===== src/rtl/alu_pkg.sv =====
// Shared opcode encoding, flag bundle and helpers for the pipelined ALU.
// Latency: n/a (types and constants only).
// Backpressure: n/a.
package alu_pkg;

  // Opcode encoding; values above OP_LAST are illegal and flagged as errors.
  typedef enum logic [3:0] {
    OP_ADD    = 4'h0,
    OP_SUB    = 4'h1,
    OP_XOR    = 4'h2,
    OP_RED    = 4'h3,
    OP_SLL    = 4'h4,
    OP_SRA    = 4'h5,
    OP_ROR    = 4'h6,
    OP_PADDSB = 4'h7,
    OP_LLB    = 4'h8,
    OP_LHB    = 4'h9
  } alu_op_e;

  localparam logic [3:0] OP_LAST = 4'h9;

  // Committed / pending condition flags.
  typedef struct packed {
    logic z;
    logic n;
    logic v;
  } alu_flags_t;

  // Opcode legality check shared by the datapath.
  function automatic logic op_is_legal(input logic [3:0] op);
    return (op <= OP_LAST);
  endfunction

endpackage


===== src/rtl/alu_pipe_core_comb.sv =====
// Purely combinational evaluation of one ALU operation at any byte-multiple width.
// Latency: 0 cycles (combinational).
// Backpressure: none; the surrounding pipeline decides when results are captured.
module alu_core_comb
  import alu_pkg::*;
#(
  parameter int WIDTH     = 16,
  parameter bit SAT_ARITH = 1'b0
) (
  input  logic [3:0]       op_i,
  input  logic [WIDTH-1:0] a_i,
  input  logic [WIDTH-1:0] b_i,
  output logic [WIDTH-1:0] res_o,
  output logic             err_o,
  output logic             ovf_o,
  output logic             upd_zn_o,
  output logic             upd_v_o
);

  localparam int SHW    = $clog2(WIDTH);
  localparam int NBYTES = WIDTH / 8;
  localparam int NLANES = WIDTH / 4;

  localparam logic [WIDTH-1:0] SMAX = {1'b0, {(WIDTH-1){1'b1}}};
  localparam logic [WIDTH-1:0] SMIN = {1'b1, {(WIDTH-1){1'b0}}};

  alu_op_e op;
  assign op = alu_op_e'(op_i);

  // Shift amount uses only the low log2(WIDTH) bits of the second operand.
  logic [SHW-1:0] sh;
  assign sh = b_i[SHW-1:0];

  logic [WIDTH-1:0] sum;
  logic [WIDTH-1:0] diff;
  logic             add_ovf;
  logic             sub_ovf;
  logic [WIDTH-1:0] sat_val;

  assign sum  = a_i + b_i;
  assign diff = a_i - b_i;

  // Overflow: add of same-signed operands, or sub of opposite-signed ones, flips sign.
  assign add_ovf = (a_i[WIDTH-1] == b_i[WIDTH-1]) && (sum[WIDTH-1]  != a_i[WIDTH-1]);
  assign sub_ovf = (a_i[WIDTH-1] != b_i[WIDTH-1]) && (diff[WIDTH-1] != a_i[WIDTH-1]);

  // On overflow the true result carries the sign of in1 in both ADD and SUB.
  assign sat_val = a_i[WIDTH-1] ? SMIN : SMAX;

  logic signed [WIDTH-1:0] a_sgn;
  logic        [WIDTH-1:0] sll_res;
  logic        [WIDTH-1:0] sra_res;
  logic        [WIDTH-1:0] ror_res;

  assign a_sgn   = a_i;
  assign sll_res = a_i << sh;
  assign sra_res = a_sgn >>> sh;
  // Amount 0 shifts the left half out entirely, so rotate-by-0 returns in1.
  assign ror_res = (a_i >> sh) | (a_i << (WIDTH - int'(sh)));

  // Reduction: sign-extended sum of every byte of both operands.
  logic [WIDTH-1:0] red_res;
  always_comb begin
    red_res = '0;
    for (int i = 0; i < NBYTES; i++) begin
      red_res = red_res
              + {{(WIDTH-8){a_i[8*i+7]}}, a_i[8*i +: 8]}
              + {{(WIDTH-8){b_i[8*i+7]}}, b_i[8*i +: 8]};
    end
  end

  // Packed add: independent signed nibble lanes, each clamped to [-8, +7].
  logic [WIDTH-1:0] padd_res;
  logic [4:0]       lane_sum;
  always_comb begin
    padd_res = '0;
    lane_sum = '0;
    for (int i = 0; i < NLANES; i++) begin
      lane_sum = {a_i[4*i+3], a_i[4*i +: 4]} + {b_i[4*i+3], b_i[4*i +: 4]};
      if (lane_sum[4] != lane_sum[3]) begin
        padd_res[4*i +: 4] = lane_sum[4] ? 4'h8 : 4'h7;
      end else begin
        padd_res[4*i +: 4] = lane_sum[3:0];
      end
    end
  end

  // Result select plus which flags this opcode is allowed to commit.
  always_comb begin
    res_o    = '0;
    err_o    = !op_is_legal(op_i);
    ovf_o    = 1'b0;
    upd_zn_o = 1'b0;
    upd_v_o  = 1'b0;
    case (op)
      OP_ADD: begin
        res_o    = (SAT_ARITH && add_ovf) ? sat_val : sum;
        ovf_o    = add_ovf;
        upd_zn_o = 1'b1;
        upd_v_o  = 1'b1;
      end
      OP_SUB: begin
        res_o    = (SAT_ARITH && sub_ovf) ? sat_val : diff;
        ovf_o    = sub_ovf;
        upd_zn_o = 1'b1;
        upd_v_o  = 1'b1;
      end
      OP_XOR: begin
        res_o    = a_i ^ b_i;
        upd_zn_o = 1'b1;
      end
      OP_RED:    res_o = red_res;
      OP_SLL: begin
        res_o    = sll_res;
        upd_zn_o = 1'b1;
      end
      OP_SRA: begin
        res_o    = sra_res;
        upd_zn_o = 1'b1;
      end
      OP_ROR: begin
        res_o    = ror_res;
        upd_zn_o = 1'b1;
      end
      OP_PADDSB: res_o = padd_res;
      OP_LLB:    res_o = {a_i[WIDTH-1:8], b_i[7:0]};
      OP_LHB:    res_o = {b_i[7:0], a_i[WIDTH-9:0]};
      default:   res_o = '0;
    endcase
  end

endmodule


===== src/rtl/alu_pipe.sv =====
// Two-stage pipelined ALU with valid/ready handshake, sticky Z/N/V flags and illegal-op error.
// Latency: 2 cycles from input accept to out_valid; 1 op/cycle throughput.
// Backpressure: out_ready low freezes stage 2 and, once stage 1 is full, deasserts in_ready.
module alu_pipe
  import alu_pkg::*;
#(
  parameter int WIDTH     = 16,
  parameter bit SAT_ARITH = 1'b0
) (
  input  logic             clk,
  input  logic             rst_n,
  input  logic             in_valid,
  output logic             in_ready,
  input  logic [3:0]       aluop,
  input  logic [WIDTH-1:0] aluin1,
  input  logic [WIDTH-1:0] aluin2,
  output logic             out_valid,
  input  logic             out_ready,
  output logic [WIDTH-1:0] aluout,
  output logic             err,
  output logic             flag_z,
  output logic             flag_n,
  output logic             flag_v
);

  // Stage 1: captured opcode and operands.
  logic             s1_vld_q, s1_vld_d;
  logic [3:0]       s1_op_q;
  logic [WIDTH-1:0] s1_a_q;
  logic [WIDTH-1:0] s1_b_q;

  // Stage 2: final result, error and flag values waiting for the output handshake.
  logic             s2_vld_q, s2_vld_d;
  logic [WIDTH-1:0] s2_res_q;
  logic             s2_err_q;
  logic             s2_upd_zn_q;
  logic             s2_upd_v_q;
  alu_flags_t       s2_pflags_q;

  alu_flags_t       flags_q, flags_d;

  logic             s2_adv;
  logic             s1_adv;
  logic             in_fire;
  logic             out_fire;

  // Stall chain: only registered state and out_ready feed in_ready.
  assign s2_adv   = !s2_vld_q || out_ready;
  assign s1_adv   = s2_adv || !s2_vld_q;
  assign in_ready = !s1_vld_q || s1_adv;
  assign in_fire  = in_valid && in_ready;
  assign out_fire = s2_vld_q && out_ready;

  logic [WIDTH-1:0] core_res;
  logic             core_err;
  logic             core_ovf;
  logic             core_upd_zn;
  logic             core_upd_v;

  alu_core_comb #(
    .WIDTH    (WIDTH),
    .SAT_ARITH(SAT_ARITH)
  ) u_core (
    .op_i    (s1_op_q),
    .a_i     (s1_a_q),
    .b_i     (s1_b_q),
    .res_o   (core_res),
    .err_o   (core_err),
    .ovf_o   (core_ovf),
    .upd_zn_o(core_upd_zn),
    .upd_v_o (core_upd_v)
  );

  // Next-state for the pipeline valids and the committed flags.
  always_comb begin
    s1_vld_d = s1_vld_q;
    s2_vld_d = s2_vld_q;
    flags_d  = flags_q;
    if (in_ready) begin
      s1_vld_d = in_valid;
    end
    if (s2_adv) begin
      s2_vld_d = s1_vld_q;
    end
    if (out_fire) begin
      if (s2_upd_zn_q) begin
        flags_d.z = s2_pflags_q.z;
        flags_d.n = s2_pflags_q.n;
      end
      if (s2_upd_v_q) begin
        flags_d.v = s2_pflags_q.v;
      end
    end
  end

  // Valid bits and committed flags; reset discards anything in flight.
  always_ff @(posedge clk or negedge rst_n) begin
    if (!rst_n) begin
      s1_vld_q <= 1'b0;
      s2_vld_q <= 1'b0;
      flags_q  <= '0;
    end else begin
      s1_vld_q <= s1_vld_d;
      s2_vld_q <= s2_vld_d;
      flags_q  <= flags_d;
    end
  end

  // Stage 1 operand capture on every accepted input.
  always_ff @(posedge clk or negedge rst_n) begin
    if (!rst_n) begin
      s1_op_q <= '0;
      s1_a_q  <= '0;
      s1_b_q  <= '0;
    end else if (in_fire) begin
      s1_op_q <= aluop;
      s1_a_q  <= aluin1;
      s1_b_q  <= aluin2;
    end
  end

  // Stage 2 result capture; held untouched while the consumer stalls.
  always_ff @(posedge clk or negedge rst_n) begin
    if (!rst_n) begin
      s2_res_q    <= '0;
      s2_err_q    <= 1'b0;
      s2_upd_zn_q <= 1'b0;
      s2_upd_v_q  <= 1'b0;
      s2_pflags_q <= '0;
    end else if (s2_adv && s1_vld_q) begin
      s2_res_q      <= core_res;
      s2_err_q      <= core_err;
      s2_upd_zn_q   <= core_upd_zn;
      s2_upd_v_q    <= core_upd_v;
      s2_pflags_q.z <= (core_res == '0);
      s2_pflags_q.n <= core_res[WIDTH-1];
      s2_pflags_q.v <= core_ovf;
    end
  end

  assign out_valid = s2_vld_q;
  assign aluout    = s2_res_q;
  assign err       = s2_err_q;
  assign flag_z    = flags_q.z;
  assign flag_n    = flags_q.n;
  assign flag_v    = flags_q.v;

endmodule

===== config.mk =====
export PLATFORM = sky130hd
export DESIGN_NAME = alu_pipe
export DESIGN_NICKNAME = d
export VERILOG_FILES = /design/src/rtl/alu_pkg.sv /design/src/rtl/alu_pipe_core_comb.sv /design/src/rtl/alu_pipe.sv
export SDC_FILE = /design/constraint.sdc
export NUM_CORES = 1
export LEC_CHECK = 0
export CAP_MARGIN = 5
export CORE_ASPECT_RATIO = 2
export CORE_MARGIN = 4
export CORE_UTILIZATION = 35
export CTS_BUF_LIST = sky130_fd_sc_hd__clkbuf_8
export CTS_CLUSTER_SIZE = 40
export DETAILED_ROUTE_END_ITERATION = 8
export PLACE_DENSITY_LB_ADDON = 0.08
export RECOVER_POWER = 25
export SYNTH_ARGS = -nofsm -noshare
export SYNTH_HDL_FRONTEND = slang
export SYNTH_HIERARCHICAL = 1
export SYNTH_SLANG_ARGS = --single-unit

===== constraint.sdc =====
create_clock -name clk -period 13.35 [get_ports clk]
set_clock_uncertainty 0.05 [all_clocks]
set_input_delay 2.67 -clock clk [delete_from_list [all_inputs] [get_ports clk]]
set_output_delay 2.67 -clock clk [all_outputs]
set_load 0.005 [all_outputs]

* Word-level counts from Yosys, hierarchy flattened
Index checks and enable logic that the tools add are counted.
** Word-level totals
- Bits in registers :: 63
- Input bits :: 40
** Cells by class
- Muxes and demuxes :: 12
- $lt $le $gt $ge :: 1
- Reductions and logical operators :: 17
- Shifts and indexed selects :: 4
- Add/sub/neg operators :: 10
- Bitwise gates (word level) :: 2
- Eq/ne operators :: 17
** Operator list (number)
- $pmux W16 S10 :: 1
- $add A16 B16 Y16 :: 2
- $mux W4 :: 8
- $shl A16 B32 Y16 :: 1
- $add A4 B4 Y5 :: 4
- $eq A4 B3 Y1 const B :: 4
- $logic_not A16 Y1 :: 1
- $or A16 B16 Y16 :: 1
- $shl A16 B4 Y16 :: 1
- $shr A16 B4 Y16 :: 1
- $sshr A16 B4 Y16 :: 1
- $sub A16 B16 Y16 :: 1
- $xor A16 B16 Y16 :: 1
- $add A9 B8 Y10 :: 1
- $add A8 B8 Y9 :: 1
- $eq A4 B2 Y1 const B :: 2
- $eq A4 B4 Y1 const B :: 2
- $ne A1 B1 Y1 :: 7
- $reduce_or A6 Y1 :: 1
- $sub A5 B4 Y6 const A :: 1
- $logic_and A1 B1 Y1 :: 5
- $eq A4 B1 Y1 const B :: 1
- $le A4 B4 Y1 const B :: 1
- $logic_not A4 Y1 :: 1
- 7 further kinds :: 13

* Longest topological paths before layout
- Word-level depth :: 5
- Mapped depth :: 18
- Mapped depth without buffers :: 17

* Cells and area by module
Netlist, hierarchy kept.
** Modules (own cells, without submodules)
- alu_core_comb :: area an instance 6383.6 µm², times used 1, seq. area each 0.0 µm², cells an instance 877
- alu_pipe :: area an instance 2534.9 µm², times used 1, seq. area each 1551.5 µm², cells an instance 143

* Worst setup path before layout
OpenSTA, ideal clock, no wires.
- Path kind :: input to output
- Start :: in out_ready
- End :: out in_ready
- Arrival time :: 2.842 ns
- Stages on the path :: 1
- Setup slack :: 7.788 ns
- Required time :: 10.630 ns
- Path through :: nand3b_4
** On the way
- Cells in the longest elaborated chain, start to end :: 3
** RTL lines
- from (decl) :: RTL line alu_pipe.sv:18 : input logic out_ready,
- $logic_or A1 B1 Y1 :: RTL line alu_pipe.sv:48 : assign s2_adv = !s2_vld_q || out_ready;
- $logic_or A1 B1 Y1 :: RTL line alu_pipe.sv:49 : assign s1_adv = s2_adv || !s2_vld_q;
- $logic_or A1 B1 Y1 :: RTL line alu_pipe.sv:50 : assign in_ready = !s1_vld_q || s1_adv;
- to (decl) :: RTL line alu_pipe.sv:13 : output logic in_ready,
No other way between the ends.

* Worst setup path in the final report
Same ends and word-level chain as after synthesis.

==> run_results.csv <==
group,metric,value,unit
global_routing,grt_pass1_vias,8760,
sta,post-route-min-period,6670,ps
cells_and_area,fin_cells,1381,
floorplan,die-area,28250,sq um
critical_path,crit_type,"input port to primary output",
route,wire_per_inst,28.32,um
route,drtAntennaViolNets,0,
floorplan,die_w,120.9,um
synthesis,synth_edf_count,0,
placed_design,gp_routability_congestion,1.047,
critical_path,cp_max_fo,4,
synthesis,synthCells,1020,
job,cap_violations,1,
floorplan,start_util,35.48,%
floorplan,core-area,25140,sq um
worst_hold_path,hold_class,"flip-flop to flip-flop",
clock_network,cts_setup_buffers,0,
synthesis,ys_ff_latch,62,
floorplan,die_h,233.8,um
clock_network,clockRootBuffer,"clkbuf_8",
pwr,ir_drop,89.23,uV
route,drc_errors,0,
route,drt_wl_total,39110,um
clock_network,path_clk_slew,70,ps
synthesis,ys.flop_type,"dfrtp_1",
global_routing,grt_util_all_layers,27.75,%
critical_path,critPathLaunchType,"input port",
cells_and_area,drive_above_1_share,16.28,%
pwr,combPwrFrac,73.2,%
synthesis,ys_seq_area_share,17.40,%
critical_path,cp_data_arrival_time,3950,ps
floorplan,row_count,82,
clock_network,clock-sinks,62,
route,drtIter0Drc,780,
pwr,p_clk_share,10.0,%
global_routing,overflow,0,
clock_network,cts_resized,0,
clock_network,cts-buffers-inserted,9,
synthesis,yosys_warnings,6,
sta,rsz0062_at_grt,"no",
sta,fmax,0.1499,GHz
placed_design,hpwl,30320,um
cells_and_area,fillers,2619,
sta,setup_violations,0,
route,avgViaCountPerCell,6.271,
route,vias,8660,
synthesis,async_flop_share,100.0,%
outcome,status,"finished with violations",
global_routing,antenna_found_initial,0,
floorplan,io_pins,62,
pwr,p_per_area,169.6,nW/um^2
sta,hold_violations,0,
placed_design,io_buffers,61,
placed_design,placed_cells,1364,
pwr,power_switching_share,51.53,%
route,dr.pass1.iters,5,
sta,holdWs,451.9,ps
sta,finalSetupTns,0,ps
pwr,pwr-share-seq,16.9,%
pwr,switchingPower,0.8662,mW
sta,worst_pin_slew,3437,ps
outcome,violations,"capacitance limit, slew limit",
clock_network,cts_max_path_buffers,2,
clock_network,clk_latency,390,ps
global_routing,grt_pass1_wl,57400,um
global_routing,grt_max_degree,63,
synthesis,synth_area_leaders,"dfrtp_1, mux4_2, ha_1",
synthesis,ys_types,91,
sta,finalCritPeriodShare,49.97,%
clock_network,ctsHoldBuffers,0,
clock_network,cts_tree,"yes",
pwr,total_power,1.681,mW
synthesis,synth_top_area_share,17.40,%
sta,slew-limit-headroom,-129.2,%
pwr,p_leak,4.100,nW
pwr,internal_power,0.8147,mW
cells_and_area,final_core_util,39.43,%
synthesis,synth_area,8919,sq um
cells_and_area,layout.nets,1146,
synthesis,synth_nets,1127,
clock_network,htreeDepth,3,
synthesis,avgSynthCellArea,8.744,sq um
critical_path,end_kind,"primary output",
cells_and_area,multi_input_area,6633,sq um
sta,maxSlewViolCount,63,
synthesis,synth_area_leader_cell,"dfrtp_1",
cells_and_area,syn_to_final_growth,11.14,%
cells_and_area,seq_area,1554,sq um
critical_path,required,10630,ps
-- power by group through the flow --
stage	clock, mW	combinational [mW]	sequential [mW]
2_1_floorplan	0	0.812	0.273
6_report	0.167	1.23	0.283
3_3_place_gp	0	1.21	0.287
3_5_place_dp	0	1.21	0.288
4_1_cts	0.176	1.21	0.285
5_1_grt	0.182	1.32	0.289
-- kinds of logic after synthesis --
kind of cell / Yosys count / synth area share (%)
DFF: 62 / 17.40
adders and majority gates: 67 / 11.25
AOI/OAI and AO/OA: 297 / 23.41
buffers and inverters: 156 / 8.235
xor gates and xnor gates: 21 / 2.062
muxes: 132 / 21.48
and+or+nand+nor: 285 / 16.16
-- path summary, 6_finish.rpt --
path	from	end	slack [ps]	cells past startpoint
setup / recovery	out_ready	in_ready	6680	3
hold / removal	flag_z$_DFFE_PN0P_	flag_z$_DFFE_PN0P_	450	2
setup reg to reg	s1_a_q[1]$_DFFE_PN0P_	s2_pflags_q[2]$_DFFE_PN0P_	8170	16
hold reg to reg	flag_z$_DFFE_PN0P_	flag_z$_DFFE_PN0P_	450	2
max in group asynchronous	rst_n	s1_b_q[0]$_DFFE_PN0P_	7590	2
min in group asynchronous	rst_n	s1_b_q[8]$_DFFE_PN0P_	3480	2
-- layout by cell type, fill, tap and decap left out, types with 8 or more instances in the layout --
cell             synthesis  final
a211oi_1                11     11
a21o_1                  11     11
a21oi_1                 60     60
a22oi_1                  9      9
a31oi_1                 10     10
buf_4                    8     32
clkbuf_8                 0      9
clkdlybuf4s50_1          0     59
dfrtp_1                 62     60
fa_1                    22     22
ha_1                    45     45
inv_1                   67     68
mux2_2                  35     35
mux2_4                  30     30
mux2i_1                 35     35
mux4_2                  32     32
nand2_1                 72     72
nand2b_1                13     13
nand3_1                 19     19
nand4_1                  9      9
nor2_1                  77     77
nor2b_1                 13     13
nor3_1                  26     26
nor4_1                  13     13
o211ai_1                17     17
o21a_1                   8      8
o21ai_0                 56     56
o21bai_1                 9      9
o221ai_1                 8      8
o22ai_1                 15     15
o31ai_1                  8      8
xnor2_1                 13     13
xor2_1                   8      8
-- synthesized netlist by cell type, types with 14 or more instances --
master / count
nor3_1: 26
nand2_1: 72
dfrtp_1: 62
mux2_2: 35
nand3_1: 19
mux2_4: 30
o21ai_0: 56
ha_1: 45
mux2i_1: 35
o22ai_1: 15
fa_1: 22
buf_2: 14
o211ai_1: 17
mux4_2: 32
a21oi_1: 60
inv_1: 67
clkbuf_1: 49
nor2_1: 77
-- area by class of cell --
type	count	share of cell area [%]
well taps	336	4.241
inverters	70	2.651
flip-flops and latches	62	15.68
repair buffers	94	8.571
multi-input cells	802	66.91
diodes	1	0.02525
clock buffers	9	1.250
clock inverters	7	0.6690
-- through the flow --
step,cell area [sq um],setup WS (ps)
6_report,9912,6680
3_5_place_dp,9723,6744
3_3_place_gp,9723,6758
4_1_cts,9913,6741
5_1_grt,9910,6635
2_1_floorplan,8919,7788
-- critical path, stage by stage --
cell and delay [ps]:
dlygate4sd3_1 580, nand3b_4 180, clkdlybuf4s50_1 510
-- flip-flops by register name (all words and copies together), names as in the netlist --
register	cells
aluout	16
s1_a_q	16
s1_b_q	16
s1_op_q	4
s2_pflags_q	2
err	1
flag_n	1
flag_v	1
flag_z	1
out_valid	1
s1_vld_q	1
s2_upd_v_q	1
s2_upd_zn_q	1
-- per-layer routing --
layer	up-vias	global-route usage (%)	wire (um)
li1	3840	-	-
met1	4278	28.75	13570
met2	393	49.45	20020
met3	149	3.210	1659
met4	0	22.77	3868
met5	-	0	0
No activity file was read; power rests on OpenSTA's default activity.
